===== src/rtl/muldiv_ctrl.sv =====
// Execute-stage sequencer for the multi-cycle multiply/divide units.
// Starts the selected unit, stalls E until it answers, then writes HI/LO once.
module muldiv_ctrl #(
  parameter int TIMEOUT = 64
) (
  input  logic        clk,
  input  logic        rst,
  input  logic        md_validE,
  input  logic [1:0]  md_opE,
  input  logic        divisor_zeroE,
  input  logic        flushE,
  output logic        mul_start,
  output logic        mul_signed,
  input  logic        mul_ready,
  input  logic [63:0] mul_result,
  output logic        div_start,
  output logic        div_signed,
  output logic        div_annul,
  input  logic        div_ready,
  input  logic [63:0] div_result,
  output logic        stall_mdE,
  output logic        hilo_we,
  output logic [31:0] hi_out,
  output logic [31:0] lo_out,
  output logic        busy,
  output logic        timeout_err
);

  localparam int CW = $clog2(TIMEOUT + 1);
  localparam logic [CW-1:0] LAST = CW'(TIMEOUT - 1);

  typedef enum logic [1:0] {IDLE, MUL_WAIT, DIV_WAIT, DONE} state_e;

  state_e        state_q, state_d;
  logic [CW-1:0] cnt_q, cnt_d;
  logic          signed_q, signed_d;
  logic [31:0]   hi_q, hi_d, lo_q, lo_d;
  logic          hilo_we_q, hilo_we_d;
  logic          timeout_q, timeout_d;
  logic          accept, expired;

  always_ff @(posedge clk) begin
    if (rst) begin
      state_q   <= IDLE;
      cnt_q     <= '0;
      signed_q  <= 1'b0;
      hi_q      <= '0;
      lo_q      <= '0;
      hilo_we_q <= 1'b0;
      timeout_q <= 1'b0;
    end else begin
      state_q   <= state_d;
      cnt_q     <= cnt_d;
      signed_q  <= signed_d;
      hi_q      <= hi_d;
      lo_q      <= lo_d;
      hilo_we_q <= hilo_we_d;
      timeout_q <= timeout_d;
    end
  end

  // Watchdog fires in the TIMEOUT-th wait cycle unless the unit answers in it.
  assign accept  = (state_q == IDLE) & md_validE & ~flushE & ~rst;
  assign expired = (cnt_q == LAST);

  always_comb begin
    state_d    = state_q;
    cnt_d      = cnt_q;
    signed_d   = signed_q;
    hi_d       = hi_q;
    lo_d       = lo_q;
    hilo_we_d  = 1'b0;
    timeout_d  = timeout_q;
    mul_start  = 1'b0;
    mul_signed = 1'b0;
    div_start  = 1'b0;
    div_signed = 1'b0;
    div_annul  = 1'b0;
    stall_mdE  = accept;

    case (state_q)
      IDLE: begin
        if (accept) begin
          signed_d = ~md_opE[0];
          cnt_d    = '0;
          if (!md_opE[1]) begin
            state_d = MUL_WAIT;
          end else if (!divisor_zeroE) begin
            state_d = DIV_WAIT;
          end else begin
            state_d   = DONE;
            hi_d      = '0;
            lo_d      = '0;
            hilo_we_d = 1'b1;
          end
        end
      end
      MUL_WAIT: begin
        stall_mdE  = 1'b1;
        mul_start  = ~mul_ready;
        mul_signed = signed_q;
        cnt_d      = cnt_q + 1'b1;
        if (flushE) begin
          state_d = IDLE;
        end else if (mul_ready) begin
          state_d   = DONE;
          hi_d      = mul_result[63:32];
          lo_d      = mul_result[31:0];
          hilo_we_d = 1'b1;
        end else if (expired) begin
          state_d   = IDLE;
          timeout_d = 1'b1;
        end
      end
      DIV_WAIT: begin
        stall_mdE  = 1'b1;
        div_start  = ~div_ready;
        div_signed = signed_q;
        cnt_d      = cnt_q + 1'b1;
        if (flushE) begin
          state_d   = IDLE;
          div_annul = 1'b1;
        end else if (div_ready) begin
          state_d   = DONE;
          hi_d      = div_result[63:32];
          lo_d      = div_result[31:0];
          hilo_we_d = 1'b1;
        end else if (expired) begin
          state_d   = IDLE;
          timeout_d = 1'b1;
          div_annul = 1'b1;
        end
      end
      DONE: begin
        state_d = IDLE;
      end
      default: begin
        state_d = IDLE;
      end
    endcase

    // Handshakes stay quiet for the whole reset cycle.
    if (rst) begin
      mul_start  = 1'b0;
      mul_signed = 1'b0;
      div_start  = 1'b0;
      div_signed = 1'b0;
      div_annul  = 1'b0;
      stall_mdE  = 1'b0;
    end
  end

  assign hilo_we     = hilo_we_q;
  assign hi_out      = hi_q;
  assign lo_out      = lo_q;
  assign busy        = (state_q != IDLE);
  assign timeout_err = timeout_q;

endmodule


===== config.mk =====
export PLATFORM = sky130hd
export DESIGN_NAME = muldiv_ctrl
export DESIGN_NICKNAME = d
export VERILOG_FILES = /design/src/rtl/muldiv_ctrl.sv
export SDC_FILE = /design/constraint.sdc
export NUM_CORES = 1
export LEC_CHECK = 0
export BUFFER_PORTS_ARGS = -buffer_cell sky130_fd_sc_hd__buf_2
export CAP_MARGIN = 10
export CORE_ASPECT_RATIO = 1.1
export CORE_UTILIZATION = 48
export CTS_CLUSTER_DIAMETER = 60
export DETAILED_ROUTE_END_ITERATION = 10
export PLACE_DENSITY = 0.86
export SETUP_SLACK_MARGIN = 0.02
export SLEW_MARGIN = 20
export SYNTH_ARGS = -nofsm -noshare
export SYNTH_HDL_FRONTEND = slang
export SYNTH_SLANG_ARGS = --single-unit

===== constraint.sdc =====
create_clock -name clk -period 5.6 [get_ports clk]
set_clock_uncertainty 0.05 [all_clocks]
set_input_delay 0.84 -clock clk [delete_from_list [all_inputs] [get_ports clk]]
set_output_delay 0.84 -clock clk [all_outputs]
set_load 0.05 [all_outputs]

### Yosys cells after proc, flatten, opt, wreduce, memory -nomap -nowiden

Index checks and enable logic that the tools add are counted.

| operators by class | value |
|---|---|
| divide/modulo/power cells | 0 |
| shift operators | 0 |
| multiplexer cells | 53 |
| $add $sub $neg | 1 |
| reduce and logical (&&, ||, !) cells | 10 |
| bitwise operators | 8 |
| $lt $le $gt $ge | 0 |
| multiply operators | 0 |
| eq/ne operators | 13 |

Operator list:

| kind | count |
|---|---|
| $mux 32 | 11 |
| $pmux 32 s3 | 2 |
| $mux 1 | 28 |
| $ne 2x2->1 const B | 9 |
| $mux 2 | 7 |
| $pmux 7 s2 | 1 |
| $pmux 2 s4 | 1 |
| $reduce_and 8->1 | 1 |
| $add 7x1->7 const B | 1 |
| $eq 7x6->1 const B | 1 |
| $mux 7 | 1 |
| $reduce_bool 2->1 | 3 |
| $not 1->1 | 5 |
| $reduce_and 5->1 | 1 |
| $eq 2x2->1 const B | 2 |
| $reduce_and 2->1 | 2 |
| $and 1x1->1 | 3 |
| $pmux 1 s3 | 1 |
| $reduce_bool 3->1 | 1 |
| $eq 2x1->1 const B | 1 |
| $logic_not 2->1 | 1 |
| $pmux 1 s2 | 1 |
| $reduce_or 2->1 | 1 |

| word-level totals | value |
|---|---|
| bits of input ports | 137 |
| ROM bits | 0 |
| logic and storage cells | 92 |
| latch bits | 0 |
| output and inout bits | 73 |
| memories | 0 |
| register bits after elaboration | 76 |
| RAM bits | 0 |

### Depth between registers and ports, before layout

Gate-level depths: netlist of the first run.

| logic depth | value |
|---|---|
| word-level depth | 6 |
| mapped depth | 8 |
| depth with buffers taken out | 6 |

### Worst setup path before layout of the first run

OpenSTA, ideal clock, no wires.

| path | value |
|---|---|
| path type | reg2out |
| start point | reg state_q[1] |
| end point | out mul_start |
| data arrival time | 2,496 ps |
| setup slack | 2,214 ps |
| stages on the path, launching flop included | 7 |
| path buffers | 3 |
| path through | dfxtp_1 inv_1 ha_1 clkbuf_1 clkbuf_1 clkbuf_1 nor3b_1 |

| on the way | value |
|---|---|
| cells in the longest elaborated chain, start to end | 3 |

Ends and longest elaborated chain:

| item | RTL line | RTL |
|---|---|---|
| from (decl) | 34 | `state_e state_q, state_d;` |
| from (signal assigned) | 52 | `state_q <= state_d;` |
| $eq 2x1->1 | 81 | `case (state_q)` |
| $mux 1 | 81 |  |
| $mux 1 | 143 | `if (rst) begin` |
| to (decl) | 12 | `output logic mul_start,` |

No other way between the ends.

### Worst setup path in the final report of the first run

| path | value |
|---|---|
| start point | in rst |
| end point | out div_annul |

| on the way | value |
|---|---|
| cells in the longest elaborated chain, start to end | 1 |

Ends and longest elaborated chain:

| item | RTL line | RTL |
|---|---|---|
| from (decl) | 7 | `input logic rst,` |
| $mux 1 | 143 |  |
| to (decl) | 18 | `output logic div_annul,` |

No other way between the ends.

==> results of run 1 <==
[report_power, final]
part	switching [W]	internal, W
clock	0.000194	0.000354
combinational	0.000692	0.000229
sequential	0.0000197	0.000568
[critical path: stages]
cell     delay, ns
buf_2         0.18
inv_2         0.10
buf_4         0.55
o211a_1       0.25
buf_2         0.25
[per-layer routing]
metal | vias up | share of wire | global-route usage
li1 | 1960 | - | -
met1 | 1866 | 0.42 | 0.304
met2 | 184 | 0.51 | 0.440
met3 | 11 | 0.064 | 0.0407
met4 | 0 | 0.0099 | 0.0986
met5 | - | 0 | 0
[worst max path at each step]
stage                      end  slack (ns)
floorplan            mul_start        2.21
detailed placement  hi_out[14]        2.47
finish               div_annul        2.47
global route         mul_start        2.40
CTS                  div_annul        2.51
global placement    hi_out[11]        2.56
[through the flow]
stage	cell area [um2]	hold WS, ns	utilization	cells	worst slack, ns
floorplan	3780	0.400	-	402	2.21
global placement	4710	0.401	0.623	669	2.56
detailed placement	4710	0.408	0.623	669	2.47
CTS	4980	0.426	0.659	685	2.51
global route	4980	0.435	0.659	685	2.40
finish	4980	0.421	0.659	685	2.47
[layout make-up]
cell class                 count  area, um2  share of cell area
sequential                    76       1520               0.306
multi-input combinational    269       1960               0.393
tap                          105        131              0.0264
clock inverter                 4        120              0.0241
inverter                       5       18.8             0.00377
clock buffer                  12        145              0.0292
timing repair buffer         214       1080               0.218
[synthesized netlist by cell type]
master,n,area share
nor3_1,2,0.0026
a21oi_1,5,0.0066
nand2_1,8,0.0079
inv_2,1,0.00099
o2111ai_1,1,0.0023
or2_2,1,0.0017
nand4b_1,1,0.0023
o211a_1,1,0.0026
or3_1,1,0.0017
o21a_1,2,0.0040
clkbuf_1,36,0.036
a22oi_1,65,0.13
a32oi_1,1,0.0023
or2_1,1,0.0017
a221o_1,1,0.0026
and2_1,2,0.0033
a211oi_1,2,0.0040
inv_1,4,0.0040
nor2_1,13,0.013
o21ai_0,3,0.0040
nand3_1,5,0.0066
nor4_1,64,0.11
a31o_2,4,0.0093
or3b_2,1,0.0023
a31oi_1,3,0.0050
o31ai_1,2,0.0040
buf_6,13,0.039
and3_1,2,0.0033
dfxtp_1,76,0.40
buf_4,1,0.0020
xnor2_1,4,0.0093
nor3b_1,2,0.0040
nand2b_1,3,0.0050
ha_1,7,0.023
a21boi_0,1,0.0020
buf_2,2,0.0026
a31o_1,60,0.14
nand4bb_1,1,0.0030
[layout by cell type (no fill, tap or decap), types with 3 or more instances in the layout]
cell type    n
xnor2_1      4
buf_4        5
nor4_1      64
a22oi_1     65
dfxtp_1     76
ha_1         5
nand3_1      5
inv_1        4
clkbuf_8    10
a31o_1      60
o21ai_0      3
a31o_2       4
nand2b_1     3
a21oi_1      5
nor2_1      13
buf_2      209
nand2_1      7
a31oi_1      3
bufinv_16    4
[state kept, by name, indices dropped and copies added (netlist names)]
| name | count |
|---|---|
| state_q | 2 |
| signed_q | 1 |
| timeout_err | 1 |
| hi_out | 32 |
| cnt_q | 7 |
| hilo_we | 1 |
| lo_out | 32 |
[cell families (layout without fill, tap and decap cells)]
| family | Yosys count | after routing | synth area share |
|---|---|---|---|
| AO/OA/AOI/OAI | 151 | 151 | 0.317 |
| adder cells (fa/ha/maj) | 7 | 7 | 0.0232 |
| XOR/XNOR | 4 | 4 | 0.00927 |
| buffers and inverters | 57 | 235 | 0.0841 |
| AND/OR/NAND/NOR | 107 | 107 | 0.164 |
| flip-flops | 76 | 76 | 0.403 |
==> flow_metrics.tcl, run 1 <==
set metrics [dict create \
    nets 719 \
    start_util 0.500 \
    worst-endpoint-arrival_ns 2.24 \
    finalHoldViolCount 0 \
    drt_iter0_drc 197 \
    rr_endpoint "hi_out[30]" \
    portBuffers 209 \
    drv_slew 0 \
    crit_fanout 70 \
    setup_tns_ns 0 \
    insertion_delay_ns 0.33 \
    core_area_um2 7560 \
    gp_congestion 0.850 \
    die-area_um2 8230 \
    cts_tree "built" \
    ant_nets 0 \
    ys_warn_count 0 \
    leakagePower_nw 2.17 \
    grt_max_degree 71 \
    root_buffer "clkbuf_8" \
    total_power_w 0.00206 \
    tightest_slew_ns 0.725 \
    first_pass_iters 4 \
    clock_path_buffers 2 \
    rrSetupSlack_ns 3.03 \
    rsz0062_at_grt "no" \
    synth_seq_cells 76 \
    cts_resized 0 \
    cts_setup_buffers 0 \
    area_growth_pct 31.7 \
    overflow 0 \
    worstHoldPathCells 1 \
    reg2reg_depth 7 \
    crit_type "in2out" \
    crit_start "rst" \
    grt_pass1_wl_um 16400 \
    yosysSeqAreaShare 0.403 \
    postCtsHoldBufs 0 \
    n_antenna_cell 0 \
    endpoint_kind "primary output" \
    holdCritPathClass "reg2reg" \
    hp-start "lo_out[3]" \
    syn-instance-count 402 \
    die_h_um 95.1 \
    min_to "lo_out[3]" \
    num_io_pins 210 \
    rr_startpoint "state_q[0]" \
    h-tree-depth 3 \
    worstPathRequired_ns 4.71 \
    row_count 33 \
    grt.total_usage 0.249 \
    route.detailed.drc 0 \
    avgViaCountPerCell 5.87 \
    syn_area_per_cell_um2 9.40 \
    synth_cell_types 38 \
    min_period_ns 3.13 \
    crit_path_start_kind "input pin" \
    antenna_found_initial 0 \
    fill_cells 669 \
    vias 4021 \
    drv_cap 0 \
    fin_crit_sh 0.558 \
    clk_pin_slew_ns 0.07 \
    setup_viol 0 \
    die_w_um 86.6 \
    irDropWorstVdd_v 0.000395 \
    routed_wl_um 10800 \
    maxSlewHeadroom 0.516 \
    mappedNetlistArea_um2 3780 \
    status "complete, no violations" \
    synthesis.nets 546 \
    numCtsBuffers 9 \
    grt_pass1_vias 3539 \
    drt-wirelength-per-cell_um 15.7 \
    p_per_area_nw_per_um2 413 \
    cts_sinks 76 \
    hpwl_um 7110 \
    timing.fmax_ghz 0.320 \
    drive_gt1_frac 0.416 \
]
Note: power is estimated with default switching activity, not from simulation.
==> run 2: changes to the inputs <==
CORE_UTILIZATION = 45   (was 48)
PLACE_DENSITY = 0.81   (was 0.86)
clock period = 3.16 ns   (was 5.6 ns; I/O delays follow)
==> flow_metrics.tcl, run 2 (synthesized netlist as in run 1, its figures left out) <==
set metrics [dict create \
    grt_max_degree 69 \
    clock_path_buffers 2 \
    gp_congestion 0.820 \
    die-area_um2 8770 \
    grt_pass1_vias 3784 \
    total_power_w 0.00349 \
    row_count 34 \
    setup_tns_ns 0 \
    timing.fmax_ghz 0.364 \
    cts_setup_buffers 0 \
    drt-wirelength-per-cell_um 16.2 \
    die_h_um 98.1 \
    drv_slew 0 \
    routed_wl_um 11200 \
    cts_resized 0 \
    crit_type "reg2out" \
    switching_share 0.466 \
    fill_cells 719 \
    clk_pin_slew_ns 0.07 \
    postCtsHoldBufs 0 \
    setup_slack_ns 0.413 \
    portBuffers 209 \
    endpoint_kind "primary output" \
    finalHoldViolCount 0 \
    drt_iter0_drc 227 \
    p_sw_w 0.00163 \
    vias 4076 \
    tightest_slew_ns 0.723 \
    worstPathRequired_ns 2.64 \
    cts_tree "built" \
    rrSetupSlack_ns 0.82 \
    n_antenna_cell 0 \
    ant_nets 0 \
    cts_sinks 76 \
    worst-endpoint-arrival_ns 2.22 \
    drv_cap 0 \
    grt_pass1_wl_um 17100 \
    final_common_cell "buf_2" \
    p_comb_frac 0.480 \
    drive_gt1_frac 0.421 \
    intPower_w 0.00186 \
    die_w_um 89.4 \
    area_growth_pct 30.8 \
    rr_endpoint "state_q[1]" \
    final_core_utilization 0.615 \
    grt.total_usage 0.248 \
    maxSlewHeadroom 0.518 \
    setup_viol 0 \
    route.detailed.drc 0 \
    design_area_um2 4940 \
    crit_path_end "mul_start" \
    clkPwrFrac 0.221 \
    holdCritPathClass "in2reg" \
    status "complete, no violations" \
    insertion_delay_ns 0.33 \
    avgViaCountPerCell 5.91 \
    dpl_cell_area_um2 4740 \
    num_io_pins 210 \
    first_pass_iters 4 \
    irDropWorstVdd_v 0.000582 \
    crit_start "state_q[1]" \
    final_cell_mix "buf_2 (209), dfxtp_1 (76), a22oi_1 (65)" \
    antenna_found_initial 0 \
    reg2reg_depth 6 \
    hpwl_um 7490 \
    rr_startpoint "state_q[1]" \
    crit_path_start_kind "flop" \
    root_buffer "clkbuf_8" \
    fin_crit_sh 0.869 \
    overflow 0 \
    p_per_area_nw_per_um2 707 \
    rsz0062_at_grt "no" \
    pwr-share-seq 0.299 \
    core_area_um2 8040 \
    pre_cts_ws_ns 0.829 \
    min_period_ns 2.75 \
    leakagePower_nw 2.15 \
    start_util 0.470 \
    h-tree-depth 3 \
    crit_fanout 68 \
    numCtsBuffers 9 \
    nets 723 \
]
-- run 2: cell types whose count changed in the layout (fill, tap and decap cells not counted), sizes merged --
cell | before | now
buf | 214 | 218
bufinv | 4 | 2
clkbuf | 12 | 9
clkinv | 0 | 3
-- run 2: worst min path at each step --
stage | from | end | slack, ns | cells after the start
after floorplan | signed_q | signed_q | 0.40 | 2
after global placement | lo_out[3] | lo_out[3] | 0.40 | 1
after detailed placement | timeout_err | timeout_err | 0.41 | 2
after CTS | md_opE[0] | signed_q | 0.27 | 2
after global routing | md_opE[0] | signed_q | 0.28 | 2
final | md_opE[0] | signed_q | 0.29 | 2
-- run 2: power by group through the flow --
| stage | registers [W] | logic, W | clock network (W) |
|---|---|---|---|
| final | 0.00104 | 0.00168 | 0.000773 |
| after global routing | 0.00105 | 0.00181 | 0.000837 |
| after CTS | 0.00104 | 0.00167 | 0.000799 |
| after detailed placement | 0.00106 | 0.00166 | 0 |
| after global placement | 0.00106 | 0.00162 | 0 |
| after floorplan | 0.00118 | 0.00132 | 0 |
-- run 2: layout make-up --
type	instances	area [um2]	area share
clock buffer	9	124	0.0251
clock inverter	5	78.8	0.0159
inverter	5	18.8	0.00380
multi-input combinational	269	1950	0.395
sequential	76	1520	0.308
tap	108	135	0.0273
timing repair buffer	218	1110	0.225
-- run 2: critical path, stage by stage (launching register included) --
cell and delay, ns:
dfxtp_1 0.38, inv_1 0.13, ha_2 0.19, buf_4 0.54, nor3b_1 0.28, buf_2 0.30
-- run 2: per-layer routing --
layer / vias to the layer above / wire length, um / global-route usage
met2: 176 / 5630 / 0.446
met5: - / 0 / 0
met3: 9 / 747 / 0.0507
met4: 0 / 88 / 0.0879
met1: 1924 / 4700 / 0.285
li1: 1967 / - / -
-- run 2: through the flow --
step / cells / hold slack (ns)
6_report: 690 / 0.289
5_1_grt: 690 / 0.275
4_1_cts: 690 / 0.266
3_5_place_dp: 676 / 0.406
3_3_place_gp: 676 / 0.402
2_1_floorplan: 402 / 0.400
==> run 3: changes to the inputs <==
CORE_UTILIZATION = 41   (was 45)
CTS_BUF_LIST = sky130_fd_sc_hd__clkbuf_16   (was default)
PLACE_DENSITY = 0.75   (was 0.81)
==> flow_metrics.tcl, run 3 (synthesized netlist as in run 1, its figures left out) <==
set metrics [dict create \
    status "complete, no violations" \
    die-area_um2 9610 \
    portBuffers 209 \
    reg2reg_depth 6 \
    drv_cap 0 \
    grt_pass1_wl_um 17400 \
    cts_setup_buffers 0 \
    row_count 36 \
    drv_slew 0 \
    multiInputGateArea_um2 1950 \
    intPower_w 0.00208 \
    core_area_um2 8920 \
    worstPathRequired_ns 2.64 \
    grt_util_met2 0.387 \
    busiest_layer "met2" \
    clk_pin_slew_ns 0.05 \
    cts_resized 0 \
    postCtsHoldBufs 0 \
    final_common_cell "buf_2" \
    worst-endpoint-arrival_ns 1.95 \
    nets 723 \
    drt-wirelength-per-cell_um 16.2 \
    clkPwrFrac 0.260 \
    cts_tree "built" \
    dpl_cell_area_um2 4770 \
    grt_pass1_vias 3716 \
    final_cell_mix "buf_2 (209), dfxtp_1 (76), a22oi_1 (65)" \
    tightest_slew_ns 0.698 \
    avgViaCountPerCell 5.82 \
    total_power_w 0.00375 \
    start_util 0.424 \
    die_h_um 103 \
    grt.total_usage 0.230 \
    area_growth_pct 33.7 \
    n_antenna_cell 0 \
    min_to "signed_q" \
    rsz0062_at_grt "no" \
    rr_startpoint "state_q[0]" \
    finalHoldViolCount 0 \
    route.detailed.drc 0 \
    grt_use_met1 0.278 \
    numCtsBuffers 9 \
    rr_endpoint "hi_out[13]" \
    drt_iter0_drc 164 \
    crit_fanout 4 \
    ant_nets 0 \
    slowest_stage "or3_1" \
    holdCritPathClass "in2reg" \
    hp-start "md_opE[0]" \
    routed_wl_um 11300 \
    setup_viol 0 \
    p_comb_frac 0.461 \
    p_per_area_nw_per_um2 742 \
    maxSlewHeadroom 0.534 \
    min_period_ns 2.47 \
    rrSetupSlack_ns 0.73 \
    hpwl_um 7690 \
    insertion_delay_ns 0.33 \
    design_area_um2 5050 \
    placedCellCount 682 \
    gr-usage-met3 0.0487 \
    irDropWorstVdd_v 0.000997 \
    h-tree-depth 3 \
    path_cells "ha_1 -> nand2_1 -> or3_1 -> nor2_1 -> o211a_1 -> buf_2" \
    final_cells 697 \
    setup_tns_ns 0 \
    switching_share 0.444 \
    die_w_um 93.6 \
    overflow 0 \
    drive_gt1_frac 0.420 \
    endpoint_kind "primary output" \
    gp_congestion 0.852 \
    fill_cells 847 \
    crit_path_start_kind "flop" \
    pwr-share-seq 0.278 \
    vias 4060 \
    p_sw_w 0.00167 \
    clock_path_buffers 2 \
    first_pass_iters 5 \
    timing.fmax_ghz 0.404 \
    regArea_um2 1520 \
    grt_max_degree 68 \
    worstHoldPathCells 2 \
    num_io_pins 210 \
    root_buffer "clkbuf_16" \
    slowest_delay_ns 0.43 \
    fin_crit_sh 0.783 \
    crit_type "reg2out" \
    antenna_found_initial 0 \
    cts_sinks 76 \
    leakagePower_nw 2.19 \
]
[run 3: changes by cell type in the layout (fill, tap and decap cells not counted), sizes merged]
cell,before,now
clkinv,3,4
clkinvlp,0,1
bufinv,2,1
[run 3: area by class of cell]
cell class / count / share of cell area
clock buffer: 9 / 0.0446
inverter: 5 / 0.00371
sequential: 76 / 0.301
clock inverter: 6 / 0.0111
timing repair buffer: 218 / 0.225
tap: 114 / 0.0282
multi-input combinational: 269 / 0.386
[run 3: per-layer routing]
layer  share of wire  up-vias
met2            0.48      201
met4           0.025        0
met1            0.42     1866
met5               0        -
li1                -     1967
met3           0.077       26
[run 3: how the worst max path moves through the flow]
| stage | start | endpoint | slack, ns | cells after the start |
|---|---|---|---|---|
| after global routing | state_q[1] | stall_mdE | 0.54 | 6 |
| after detailed placement | state_q[0] | hi_out[13] | 0.75 | 6 |
| after global placement | state_q[0] | hi_out[12] | 0.81 | 6 |
| after CTS | cnt_q[0] | div_annul | 0.69 | 6 |
| after floorplan | state_q[1] | mul_start | 0.14 | 6 |
| final | cnt_q[0] | div_annul | 0.69 | 6 |
[run 3: power by group through the flow]
stage | registers, W | clock network [W] | logic (W)
3_5_place_dp | 0.00106 | 0 | 0.00173
3_3_place_gp | 0.00106 | 0 | 0.00170
2_1_floorplan | 0.00118 | 0 | 0.00132
5_1_grt | 0.00105 | 0.00106 | 0.00188
6_report | 0.00104 | 0.000977 | 0.00173
4_1_cts | 0.00104 | 0.00100 | 0.00174
[run 3: critical path, delay by kind of cell (launching register included)]
kind	cells	cell delay, ns
flops	1	0.38
buf+inv	1	0.25
simple gates	3	0.64
fa+ha+maj	1	0.21
compound gates	1	0.13
[run 3: per-stage QoR]
stage / worst slack (ns) / hold slack, ns / utilization
after global placement: 0.805 / 0.404 / 0.535
final: 0.685 / 0.278 / 0.567
after floorplan: 0.140 / 0.400 / -
after CTS: 0.693 / 0.266 / 0.567
after global routing: 0.543 / 0.291 / 0.567
after detailed placement: 0.750 / 0.408 / 0.535
